`config.mk`:
```
export PLATFORM = sky130hd
export DESIGN_NAME = bcd_conversion_arbiter
export DESIGN_NICKNAME = d
export VERILOG_FILES = /design/src/rtl/bcd_pkg.sv /design/src/rtl/bcd_serial_engine.sv /design/src/rtl/bcd_conversion_arbiter.sv
export SDC_FILE = /design/constraint.sdc
export NUM_CORES = 1
export LEC_CHECK = 0
export CAP_MARGIN = 0
export CORE_AREA = 10 10 73 75
export CTS_CLUSTER_SIZE = 16
export DETAILED_ROUTE_END_ITERATION = 7
export DIE_AREA = 0 0 83 85
export GPL_ROUTABILITY_DRIVEN = 0
export PLACE_DENSITY_LB_ADDON = 0.2
export RECOVER_POWER = 50
export SETUP_SLACK_MARGIN = 0.02
export SKIP_LAST_GASP = 1
export SYNTH_ARGS = -nofsm -noshare
export SYNTH_HDL_FRONTEND = slang
export SYNTH_SLANG_ARGS = --single-unit
```
`constraint.sdc`:
```
create_clock -name clock -period 1.9 [get_ports clock]
set_input_delay 0.19 -clock clock [delete_from_list [all_inputs] [get_ports clock]]
set_output_delay 0.19 -clock clock [all_outputs]
set_load 0.005 [all_outputs]
```
`src/rtl/bcd_pkg.sv`:
```
// Shared types and constants for the BCD conversion arbiter and its serial engine.
package bcd_pkg;

    typedef enum logic [1:0] {
        IDLE    = 2'd0,
        CONVERT = 2'd1,
        DONE    = 2'd2
    } state_t;

    localparam int BITS_PER_NYBBLE     = 4;
    localparam int BCD_BITS_PER_NYBBLE = 6;
    localparam int BCD_DIGIT_BITS      = 4;

    localparam logic [3:0] ADD3_THRESHOLD = 4'd5;
    localparam logic [3:0] ADD3_CONST     = 4'd3;

    function automatic int input_bits(input int nybbles);
        return nybbles * BITS_PER_NYBBLE;
    endfunction

    // Six BCD bits per hex nybble always covers the decimal width of the operand.
    function automatic int output_bits(input int nybbles);
        return nybbles * BCD_BITS_PER_NYBBLE;
    endfunction

endpackage

```
`src/rtl/bcd_serial_engine.sv`:
```
// Bit-serial double-dabble binary-to-BCD converter: one add-3/shift step per enabled cycle.
module bcd_serial_engine
    import bcd_pkg::*;
#(
    parameter  int INPUT_NYBBLES = 2,
    localparam int INPUT_BITS    = input_bits(INPUT_NYBBLES),
    localparam int OUTPUT_BITS   = output_bits(INPUT_NYBBLES)
) (
    input  logic                   clock,
    input  logic                   reset_n,
    input  logic                   start,
    input  logic [INPUT_BITS-1:0]  operand,
    input  logic                   step_en,
    output logic                   done,
    output logic [OUTPUT_BITS-1:0] result
);

    localparam int DIGITS = OUTPUT_BITS / BCD_DIGIT_BITS;
    localparam int CNT_W  = $clog2(INPUT_BITS + 1);

    logic [OUTPUT_BITS-1:0] acc;
    logic [OUTPUT_BITS-1:0] acc_adj;
    logic [INPUT_BITS-1:0]  opnd;
    logic [CNT_W-1:0]       count;

    always_comb begin
        acc_adj = acc;
        for (int d = 0; d < DIGITS; d++) begin
            if (acc[d*BCD_DIGIT_BITS +: BCD_DIGIT_BITS] >= ADD3_THRESHOLD) begin
                acc_adj[d*BCD_DIGIT_BITS +: BCD_DIGIT_BITS] =
                    acc[d*BCD_DIGIT_BITS +: BCD_DIGIT_BITS] + ADD3_CONST;
            end
        end
    end

    always_ff @(posedge clock or negedge reset_n) begin
        if (!reset_n) begin
            acc   <= '0;
            count <= '0;
        end else if (start) begin
            acc   <= '0;
            count <= CNT_W'(INPUT_BITS);
        end else if (step_en && (count != '0)) begin
            acc   <= {acc_adj, opnd[INPUT_BITS-1]} ;
            count <= count - CNT_W'(1);
        end
    end

    // Operand shift register carries no reset; it is reloaded at every start.
    always_ff @(posedge clock) begin
        if (start) begin
            opnd <= operand;
        end else if (step_en && (count != '0)) begin
            opnd <= {opnd[INPUT_BITS-2:0], 1'b0};
        end
    end

    assign done   = step_en && (count == CNT_W'(1));
    assign result = acc;

endmodule

```
`src/rtl/bcd_conversion_arbiter.sv`:
```
// Arbitrates NUM_REQUESTERS binary operands onto one serial BCD converter.
// Define BCD_ARB_ROUND_ROBIN_EN for round-robin grants; default is fixed lowest-index priority.
module bcd_conversion_arbiter
    import bcd_pkg::*;
#(
    parameter  int NUM_REQUESTERS = 4,
    parameter  int INPUT_NYBBLES  = 2,
    localparam int INPUT_BITS     = input_bits(INPUT_NYBBLES),
    localparam int OUTPUT_BITS    = output_bits(INPUT_NYBBLES),
    localparam int ID_W           = $clog2(NUM_REQUESTERS)
) (
    input  logic                               clock,
    input  logic                               reset_n,
    input  logic [NUM_REQUESTERS-1:0]          req_valid,
    input  logic [NUM_REQUESTERS*INPUT_BITS-1:0] req_data,
    output logic [NUM_REQUESTERS-1:0]          req_ready,
    output logic                               result_valid,
    output logic [OUTPUT_BITS-1:0]             result_bcd,
    output logic [ID_W-1:0]                    result_id,
    input  logic                               result_ready,
    output logic                               busy
);

    state_t            state;
    state_t            state_nxt;
    logic [ID_W-1:0]   grant_idx;
    logic              grant_any;
    logic              eng_start;
    logic              eng_step;
    logic              eng_done;
    logic [INPUT_BITS-1:0] operand;

`ifdef BCD_ARB_ROUND_ROBIN_EN
    logic [ID_W-1:0] rr_ptr;

    always_ff @(posedge clock or negedge reset_n) begin
        if (!reset_n) begin
            rr_ptr <= ID_W'(NUM_REQUESTERS - 1);
        end else if (eng_start) begin
            rr_ptr <= grant_idx;
        end
    end

    // Search upward from the slot after the last grant, wrapping around.
    always_comb begin
        grant_idx = '0;
        grant_any = 1'b0;
        for (int k = 1; k <= NUM_REQUESTERS; k++) begin
            if (!grant_any && req_valid[(int'(rr_ptr) + k) % NUM_REQUESTERS]) begin
                grant_any = 1'b1;
                grant_idx = ID_W'((int'(rr_ptr) + k) % NUM_REQUESTERS);
            end
        end
    end
`else
    // Descending scan so the lowest valid index is the last one written.
    always_comb begin
        grant_idx = '0;
        grant_any = 1'b0;
        for (int i = NUM_REQUESTERS - 1; i >= 0; i--) begin
            if (req_valid[i]) begin
                grant_any = 1'b1;
                grant_idx = ID_W'(i);
            end
        end
    end
`endif

    always_ff @(posedge clock or negedge reset_n) begin
        if (!reset_n) begin
            state <= IDLE;
        end else begin
            state <= state_nxt;
        end
    end

    always_comb begin
        state_nxt = state;
        eng_start = 1'b0;
        eng_step  = 1'b0;
        unique case (state)
            IDLE: begin
                if (grant_any) begin
                    eng_start = 1'b1;
                    state_nxt = CONVERT;
                end
            end
            CONVERT: begin
                eng_step = 1'b1;
                if (eng_done) begin
                    state_nxt = DONE;
                end
            end
            DONE: begin
                if (result_ready) begin
                    state_nxt = IDLE;
                end
            end
            default: state_nxt = IDLE;
        endcase
    end

    always_ff @(posedge clock or negedge reset_n) begin
        if (!reset_n) begin
            result_id <= '0;
        end else if (eng_start) begin
            result_id <= grant_idx;
        end
    end

    // Gated by reset_n so the strobe drops the instant reset asserts.
    always_comb begin
        req_ready = '0;
        if (reset_n && (state == IDLE) && grant_any) begin
            req_ready[grant_idx] = 1'b1;
        end
    end

    assign operand      = req_data[grant_idx*INPUT_BITS +: INPUT_BITS];
    assign result_valid = (state == DONE);
    assign busy         = (state != IDLE);

    bcd_serial_engine #(
        .INPUT_NYBBLES (INPUT_NYBBLES)
    ) u_engine (
        .clock   (clock),
        .reset_n (reset_n),
        .start   (eng_start),
        .operand (operand),
        .step_en (eng_step),
        .done    (eng_done),
        .result  (result_bcd)
    );

endmodule

```
---- Word level (Yosys, flattened, before mapping) ----
Index checks and enable logic that the tools add are counted.
storage, ports and cells
  register bits after elaboration ......... 28
  input port bits ......................... 39
  output and inout port bits .............. 20
  logic and storage cells ................. 58
cells by class
  add/sub/neg operators ................... 4
  magnitude comparators ................... 5
  equal/unequal tests ..................... 6
  shifts and indexed selects .............. 1
  mux-type cells .......................... 27
  reduce and logical (&&, ||, !) cells .... 10
operators with widths
  cell                                                         count
  indexed part select 32 x 6 -> 8 bit                          1
  2-to-1 mux 12 bit                                            2
  2-to-1 mux 4 bit                                             5
  2-to-1 mux 8 bit                                             2
  2-to-1 mux 2 bit                                             7
  >= comparator 4 x 3 -> 1 bit (second input constant)         3
  adder 4 x 2 -> 4 bit (second input constant)                 2
  2-to-1 mux 1 bit                                             8
  case mux 2 bit (3 select lines)                              1
  logical AND 1 bit                                            5
  == test 4 x 1 -> 1 bit (second input constant)               1
  != test 2 bit (second input constant)                        2
  nonzero test 2 bit                                           2
  nonzero test 4 bit                                           1
  subtractor 4 x 1 -> 4 bit (second input constant)            1
  adder 3 x 2 -> 3 bit (second input constant)                 1
  less-than comparator 2 x 3 -> 1 bit (second input constant)  1
  2-to-1 mux 3 bit                                             1
  AND reduction 3 bit                                          1
  demux 1 bit (select 2 bit)                                   1
  == test 2 x 1 -> 1 bit (second input constant)               1
  == test 2 bit (second input constant)                        1
  >= comparator 2 x 1 -> 1 bit (second input constant)         1
  zero test 2 bit                                              1
  != test 2 x 1 -> 1 bit (second input constant)               1

---- Longest topological paths before layout ----
Gate-level depths: netlist (run 1).
  word-level depth ........................ 9
  mapped depth ............................ 7
  depth with buffers taken out ............ 6

---- By module ----
From an unflattened synthesis (run 1), not the netlist that was laid out.
second synthesis, totals
  cells, all modules ...................... 208
  area, all modules ....................... 1950.6 µm²
modules (own cells, without submodules)
  module                  instances  cells each  area an instance (µm²)  seq. area each (µm²)
  bcd_serial_engine       1          141         1423.9                  640.6
  bcd_conversion_arbiter  1          67          526.8                   100.1

---- Worst setup path before layout (run 1) ----
Ideal clock, no wire load.
  path type ............................... register -> register
  start ................................... reg u_engine.count[0]
  end ..................................... reg u_engine.opnd[0] (enable)
  setup time .............................. 0.273 ns
  arrival time ............................ 1.431 ns
  required time ........................... 1.627 ns
  setup slack ............................. 0.195 ns
  cell stages (with the launch flop) ...... 7
  path buffers ............................ 0
  period minus slack after synthesis ...... 1.705 ns
  cells stage by stage .................... dfrtp_1 -> inv_1 -> ha_1 -> or3b_1 -> and2_4 -> nor2_8 -> inv_1
between the ends
  cells in the longest elaborated chain, start to end .. 3
RTL lines
  item                                 RTL line                 text
  from (decl)                          bcd_serial_engine.sv:24  logic [CNT_W-1:0] count;
  from (signal assigned)               bcd_serial_engine.sv:42  count <= CNT_W'(INPUT_BITS);
  from (signal assigned)               bcd_serial_engine.sv:45  count <= count - CNT_W'(1);
  nonzero test 4 bit                   bcd_serial_engine.sv:53  end else if (step_en && (count != '0)) begin
  logical AND 1 bit                    bcd_serial_engine.sv:53
  nonzero test 2 bit (no source line)  n/a
  to (signal assigned)                 bcd_serial_engine.sv:52  opnd <= operand;
  to (signal assigned)                 bcd_serial_engine.sv:54  opnd <= {opnd[INPUT_BITS-2:0], 1'b0};
  to (decl)                            bcd_serial_engine.sv:23  logic [INPUT_BITS-1:0] opnd;
No other way between the ends.
A chain may end at the register's enable or synchronous reset.

---- Final worst setup path (run 1) ----
  start ................................... reg state[0]
  end ..................................... out req_ready[2]
between the ends
  cells in the longest elaborated chain, start to end .. 4
RTL lines
  item                             RTL line                       text
  from (decl)                      bcd_conversion_arbiter.sv:24   state_t state;
  from (signal assigned)           bcd_conversion_arbiter.sv:73   state <= state_nxt;
  zero test 2 bit                  bcd_conversion_arbiter.sv:114  if (reset_n && (state == IDLE) && grant_any) begin
  logical AND 1 bit (2 in series)  bcd_conversion_arbiter.sv:114
  2-to-1 mux 4 bit                 bcd_conversion_arbiter.sv:114
  to (decl)                        bcd_conversion_arbiter.sv:16   output logic [NUM_REQUESTERS-1:0] req_ready,
No other way between the ends.

==> results of run 1 <==
per-stage QoR:
stage	total power, mW	instances
floorplan	2.524	172
global placement	3.188	284
detailed placement	3.252	284
CTS	3.749	291
global route	4.247	299
finish	3.911	299
repair_timing:
action	CTS	global route
buffers inserted	3	8
setup endpoints to repair	4	17
cloned	0	0
gates resized for setup	5	9
pin swaps	1	2
hold buffers	0	0
kinds of logic after synthesis:
group,after synthesis
simple gates,55
compound gates,51
flops,28
buf+inv,19
fa+ha+maj,9
xor+xnor,7
mux,3
worst reg2reg max path: stages (launching register included):
cell,delay (ps)
dfrtp_1,430
inv_2,80
ha_1,140
or3b_4,390
and2_4,220
nor2_8,100
clkinvlp_4,190
worst min-delay path by stage:
stage / cells after the start / endpoint / start
3_3_place_gp: 1 / u_engine.result[0]$_DFFE_PN0P_ / u_engine.opnd[7]$_DFFE_PP_
4_1_cts: 2 / u_engine.result[9]$_DFFE_PN0P_ / reset_n
6_report: 1 / u_engine.result[0]$_DFFE_PN0P_ / u_engine.opnd[7]$_DFFE_PP_
3_5_place_dp: 1 / state[0]$_DFFE_PN0P_ / state[1]$_DFFE_PN0P_
2_1_floorplan: 0 / result_id[0]$_DFFE_PN0P_ / reset_n
5_1_grt: 3 / state[1]$_DFFE_PN0P_ / result_ready
routing by layer:
metal  routed length, um  global-route usage (%)  vias to the layer above
met5                   0                       0                        -
met4                  15                   2.322                        0
met3                 484                   6.405                        2
met2                2109                   20.58                       56
met1                1969                   13.50                      739
li1                    -                       -                      784
layout make-up:
type | count | area, sq um
timing repair buffer | 81 | 750.7
clock inverter | 1 | 30.03
sequential | 28 | 740.7
tap | 50 | 62.56
inverter | 11 | 45.04
fill | 358 | 1360
clock buffer | 3 | 41.29
multi-input combinational | 125 | 883.3
registers in the layout, indices dropped and copies added, names as in the netlist:
signal	cells
u_engine.opnd	8
u_engine.count	4
state	2
result_id	2
u_engine.result	12
placed cells by master (no fill, tap or decap), drive strengths merged, types with 2 or more instances in the layout:
cell type and count:
and3 2, edfxtp 8, mux2i 3, dlygate4sd3 14
or3 2, clkdlybuf4s50 42, xor2 4, a21oi 18
buf 21, nor2b 3, xnor2 3, a22o 14
inv 10, and4 2, nand3 6, o21ai 6
nand2b 3, nand2 8, dfrtp 20, and2 2
a222oi 6, nor2 20, clkbuf 6, nor3 2
ha 9
synth_stat cells, types with 4 or more instances:
master     n  area [sq um]
a222oi_1   6         60.06
dfrtp_1   20         500.5
xor2_1     4         35.03
a21oi_1   18         90.09
edfxtp_1   8         240.2
nand2_1    8         30.03
nor2_1    19         71.32
inv_1     11         41.29
o21ai_0    6         30.03
clkbuf_1   5         18.77
ha_1       9         112.6
a22o_1    14         122.6
nand3_1    6         30.03
power by group through the flow:
stage / clock network, mW / logic [mW] / registers, mW
floorplan: 0 / 1.33 / 1.20
global placement: 0 / 1.95 / 1.23
detailed placement: 0 / 2.02 / 1.23
CTS: 0.478 / 2.05 / 1.22
global route: 0.507 / 2.48 / 1.26
finish: 0.479 / 2.21 / 1.22
==> impl_results.md, run 1 <==
* Normalized max-slew margin at about 28%
* Chip Width at a little over 80 um
* Layout Utilization at 65.25%
* IO buf count at 58
* Gate power share at 56.5%
* Final period utilization at 96.36%
* Max capacitance violation total at 0
* Die Y at 85 um
* Critical path arrival at ~1600 ps
* TritonRoute pass-1 iters at 4
* Final Hold Viols at 0
* Post-route setup TNS at 0 ps
* Reg power frac at between 30% and 40%
* Ports at 59
* Mapped Area at approximately 1700 sq um
* Total wire length at 4578 um
* Post-synthesis xor/xnor area fraction at under 10%
* Endpoints failing setup at 0
* Fin nets at roughly 300
* Register bit total from synthesis at 28
* Inserted Diodes at 0
* CTS Root Cell: clkbuf_8
* LEAKAGE at between 1 and 1.5 nW
* Clock buffer depth at 2
* Via density at between 5 and 6
* Number of global-route vias before repair at between 1.5k and 2k
* Outcome: complete, no violations
* Synth async-reset ratio at a little under three quarters
* Die area at about 7100 sq um
* Initial cell density of the core at ~43%
* Worst Path Class, Setup: reg2out
* Pint at around 2.4 mW
* Reg-to-Reg End: u_engine.opnd[7]$_DFFE_PP_
* Post-synthesis cell count at about 170
* Gr ovfl total at 0
* Layout area overhead at 50.29%
* Post-Synth Adder-Cell Area at around 6.6%
* Via count at approximately 1.6k
* Clk network pwr share at 12.2%
* Worst setup startpoint: state[0]$_DFFE_PN0P_
* Clock Skew at approximately 5.4 ps
* Slew Viols, Final at 0
* Reg clk slew, reported paths at roughly 100 ps
* Worst hold slack at approximately 500 ps
* Slowest CP cell: clkdlybuf4s50_1
* Row cnt at 23
* Worst path cell trace: nor2_4 > buf_6 > and4_1 > clkdlybuf4s50_1
* DPL Wire Length at approximately 3600 um
* # clock sinks at 28
* Largest net degree at the start of global routing at 21
* Mux share of post-synthesis cell area at 1.767%
* Post-route DRC at 0
* Worst Hold Class: reg2reg
* Mapped Avg Cell Area at about 10 sq um
* Sw power at around 1.5 mW
* Top_reg_cell synth: dfrtp_1
* Post-Synth Simple-Gate Area at ~18%
* Net Sw Frac at between 30% and 40%
* Worst r2r src: u_engine.count[0]$_DFFE_PN0P_
* Pre-CTS WS at -209.4 ps
* CP Depth at 4
* Largest delay contributor family on the critical path: buffers and inverters
* Post-route setup slack at approximately 69 ps
* Worst-skew pair later-pin latency at around 280 ps
* Drt wl/cell at roughly 15 um
* EDFF count, synth at 8
* Worst vdd rail ir drop at 0.0005555 V
* Gr usage total at 12.22%
* Min Tclk post-route at roughly 1800 ps
* Startpoint Class: register
* Pwr dens at 1531 nW/um^2
* Crit path required time at approximately 1700 ps
* 1st-iter DRT viols at a little under 90
* Worst slew pin tran at between 1000 and 1500 ps
* RSZ-0062 raised after global routing: true
* Initial antenna violation count at 0
* Post-route cell area at around 2600 sq um
* Main combinational cell family by area after synthesis: compound AO/OA/AOI/OAI gates
* WP buf/inv at 2
* CTS tree: built
* Crit path largest cell delay at 500 ps
* H-tree depth at 1
* CP endpoint kind: output pin
* Post-synthesis compound-gate area fraction at 21.58%
* Core Area at ~4000 sq um
* Number of buffers created by CTS at 3
* Yosys cell types at 37
* First-pass GRT wire length at around 7500 um
* R2R Setup Slk at 90 ps
* Register area share after synthesis at a little over two fifths
* Antenna Nets Post-Route at 0
* Layout cells sized above 1 at 14.86%
* CP Max Fanout at 8
* Placed cell areas at 2386 sq um
* Post-Syn Nets at 220
* Synth warn at 0
* FMAX at 0.5462 GHz
* FF-to-FF path depth at 6
* CP endpoint: req_ready[2]
Power figures use the tool's default switching activity.
==> inputs of run 2 (changes only) <==
--- a/config.mk
+++ b/config.mk
@@ -6,10 +6,10 @@
 export NUM_CORES = 1
 export LEC_CHECK = 0
 export CAP_MARGIN = 0
-export CORE_AREA = 10 10 73 75
+export CORE_AREA = 2 2 65 67
 export CTS_CLUSTER_SIZE = 16
 export DETAILED_ROUTE_END_ITERATION = 7
-export DIE_AREA = 0 0 83 85
+export DIE_AREA = 0 0 67 69
 export GPL_ROUTABILITY_DRIVEN = 0
 export PLACE_DENSITY_LB_ADDON = 0.2
 export RECOVER_POWER = 50
==> impl_results.md, run 2 (synthesized netlist as in run 1, its figures left out) <==
* Reg-to-Reg End: u_engine.opnd[4]$_DFFE_PP_ (was u_engine.opnd[7]$_DFFE_PP_)
* Worst vdd rail ir drop at 0.0005622 V (was 0.0005555 V)
* Min Tclk post-route at 1819 ps (was 1831 ps)
* Net Sw Frac at 37.76% (was 37.66%)
* Crit path required time at 1710 ps (about the same)
* Core Area at 3914 sq um (unchanged)
* Clock Skew at 2.630 ps (was 5.444 ps)
* Max reg flops at 12 (unchanged)
* Worst hold slack at 396.1 ps (was 499.4 ps)
* Post-route setup TNS at 0 ps (unchanged)
* FMAX at 0.5498 GHz (was 0.5462 GHz)
* Ports at 59 (unchanged)
* Post-route cell area at 2557 sq um (was 2554 sq um)
* CP endpoint kind: output pin (unchanged)
* FF-to-FF path depth at 6 (unchanged)
* Critical path arrival at 1630 ps (was 1640 ps)
* Die area at 4623 sq um (was 7055 sq um)
* CTS tree: built (unchanged)
* Antenna Nets Post-Route at 0 (unchanged)
* H-tree depth at 1 (unchanged)
* CP Max Fanout at 2 (was 8)
* Final period utilization at 95.73% (was 96.36%)
* Post-route DRC at 0 (unchanged)
* Worst Hold Class: in2reg (was reg2reg)
* Placed cell areas at 2386 sq um (unchanged)
* Slew Viols, Final at 0 (unchanged)
* Largest net degree at the start of global routing at 21 (unchanged)
* CTS Root Cell: clkbuf_8 (unchanged)
* R2R Setup Slk at 110 ps (was 90 ps)
* Worst-skew pair later-pin latency at 270 ps (was 280 ps)
* Most frequent cells in the layout: 39 x clkdlybuf4s50_1, 20 x dfrtp_1, 19 x buf_4 (was 42 x clkdlybuf4s50_1, 20 x dfrtp_1, 18 x a21oi_1, 18 x buf_4, 17 x nor2_1)
* End of the worst hold path: result_id[0]$_DFFE_PN0P_ (was u_engine.result[0]$_DFFE_PN0P_)
* Reg power frac at 31.8% (was 31.2%)
* IO buf count at 58 (unchanged)
* # clock sinks at 28 (unchanged)
* Final Hold Viols at 0 (unchanged)
* Layout Utilization at 65.35% (was 65.25%)
* Via count at 1,592 (was 1,581)
* Gr usage total at 18.59% (was 12.22%)
* Startpoint Class: primary input (was register)
* Fin nets at 298 (unchanged)
* First-pass GRT wire length at 6817 um (was 7472 um)
* Clock buffer depth at 2 (unchanged)
* Die Y at 69 um (was 85 um)
* TritonRoute pass-1 iters at 4 (unchanged)
* Drt wl/cell at 13.58 um (was 15.31 um)
* Row cnt at 23 (unchanged)
* Pwr dens at 1487 nW/um^2 (was 1531 nW/um^2)
* Outcome: complete, no violations (unchanged)
* Worst hold path startpoint: req_valid[1] (was u_engine.opnd[7]$_DFFE_PP_)
* Worst hold path depth at 3 (was 1)
* Number of buffers created by CTS at 3 (unchanged)
* Number of global-route vias before repair at 1,590 (was 1,576)
* Layout cells sized above 1 at 14.46% (was 14.86%)
* Endpoints failing setup at 0 (unchanged)
* 1st-iter DRT viols at 98 (was 89)
* Worst slew pin tran at 1074 ps (was 1085 ps)
* DPL Wire Length at 3059 um (was 3558 um)
* Initial cell density of the core at 43.41% (unchanged)
* Via density at 5.324 (was 5.288)
* Total wire length at 4059 um (was 4578 um)
* Max capacitance violation total at 0 (unchanged)
* Layout area overhead at 50.52% (was 50.29%)
* LEAKAGE at 1.136 nW (was 1.113 nW)
* Normalized max-slew margin at 28.43% (was 27.68%)
* Reg clk slew, reported paths at 90 ps (was 100 ps)
* Pwr Total at 3.804 mW (was 3.911 mW)
* Most common cell after layout, fill and taps aside: clkdlybuf4s50_1 (unchanged)
* Gate power share at 56.0% (was 56.5%)
* Initial antenna violation count at 0 (unchanged)
* RSZ-0062 raised after global routing: false (was true)
* Pint at 2.368 mW (was 2.438 mW)
* Worst r2r src: u_engine.count[1]$_DFFE_PN0P_ (was u_engine.count[0]$_DFFE_PN0P_)
* Chip Width at 67 um (was 83 um)
* Worst Path Class, Setup: in2out (was reg2out)
* Clk network pwr share at 12.2% (about the same)
* Gr ovfl total at 0 (unchanged)
* Sw power at 1.436 mW (was 1.473 mW)
* Inserted Diodes at 0 (unchanged)
run 2: cell types whose count changed in the layout (fill, tap and decap cells not counted), sizes merged:
cell / change
clkbuf: -1
dlygate4sd3: -1
clkdlybuf4s50: -3
clkdlybuf4s25: +1
dlygate4sd2: +2
dlymetal6s2s: +2
run 2: metal layers:
layer	up-vias	GRT usage (%)	part of all wire (%)
met4	0	4.762	0.69
met2	62	31.13	49
li1	783	-	-
met5	-	0	0
met3	4	3.752	6.0
met1	743	24.09	44
run 2: timing repair:
item / 4_1_cts / 5_1_grt
setup endpoints to repair: 12 / 17
hold buffers: 0 / 0
pin swaps: 1 / 2
cloned: 0 / 0
gates resized for setup: 7 / 8
buffers inserted: 4 / 7
run 2: cell type report:
class | instances | area (sq um)
repair buffers | 81 | 754.5
flip-flops and latches | 28 | 740.7
well taps | 50 | 62.56
multi-input cells | 125 | 883.3
inverters | 11 | 45.04
clock buffers | 3 | 41.29
clock inverters | 1 | 30.03
fillers | 354 | 1356
run 2: worst max-delay path, stage by stage:
cell and delay [ps]:
clkdlybuf4s50_1 430, or4_4 420, and2_4 170, and3_1 160, dlygate4sd2_1 260
run 2: how the worst max path moves through the flow:
stage	start	endpoint	slack [ps]	cells past startpoint
detailed placement	req_valid[2]	u_engine.opnd[3]$_DFFE_PP_	-200	6
floorplan	u_engine.count[0]$_DFFE_PN0P_	u_engine.opnd[0]$_SDFFCE_PN0P_	200	6
global route	req_valid[2]	req_ready[1]	30	5
CTS	req_valid[3]	req_ready[1]	-1	5
global placement	req_valid[2]	req_ready[1]	-200	5
finish	req_valid[2]	req_ready[1]	80	5
run 2: power by group through the flow:
stage,Sequential [mW],Clock [mW],Combinational [mW]
2_1_floorplan,1.20,0,1.33
4_1_cts,1.22,0.474,2.11
3_5_place_dp,1.24,0,2.00
3_3_place_gp,1.24,0,1.93
5_1_grt,1.25,0.497,2.37
6_report,1.21,0.463,2.13
run 2: metrics by stage:
| step | cells | worst slack [ps] |
|---|---|---|
| final | 299 | 81.22 |
| after global routing | 299 | 33.04 |
| after CTS | 292 | -1.355 |
| after detailed placement | 284 | -199.3 |
| after global placement | 284 | -201.8 |
| after floorplan | 172 | 195.2 |
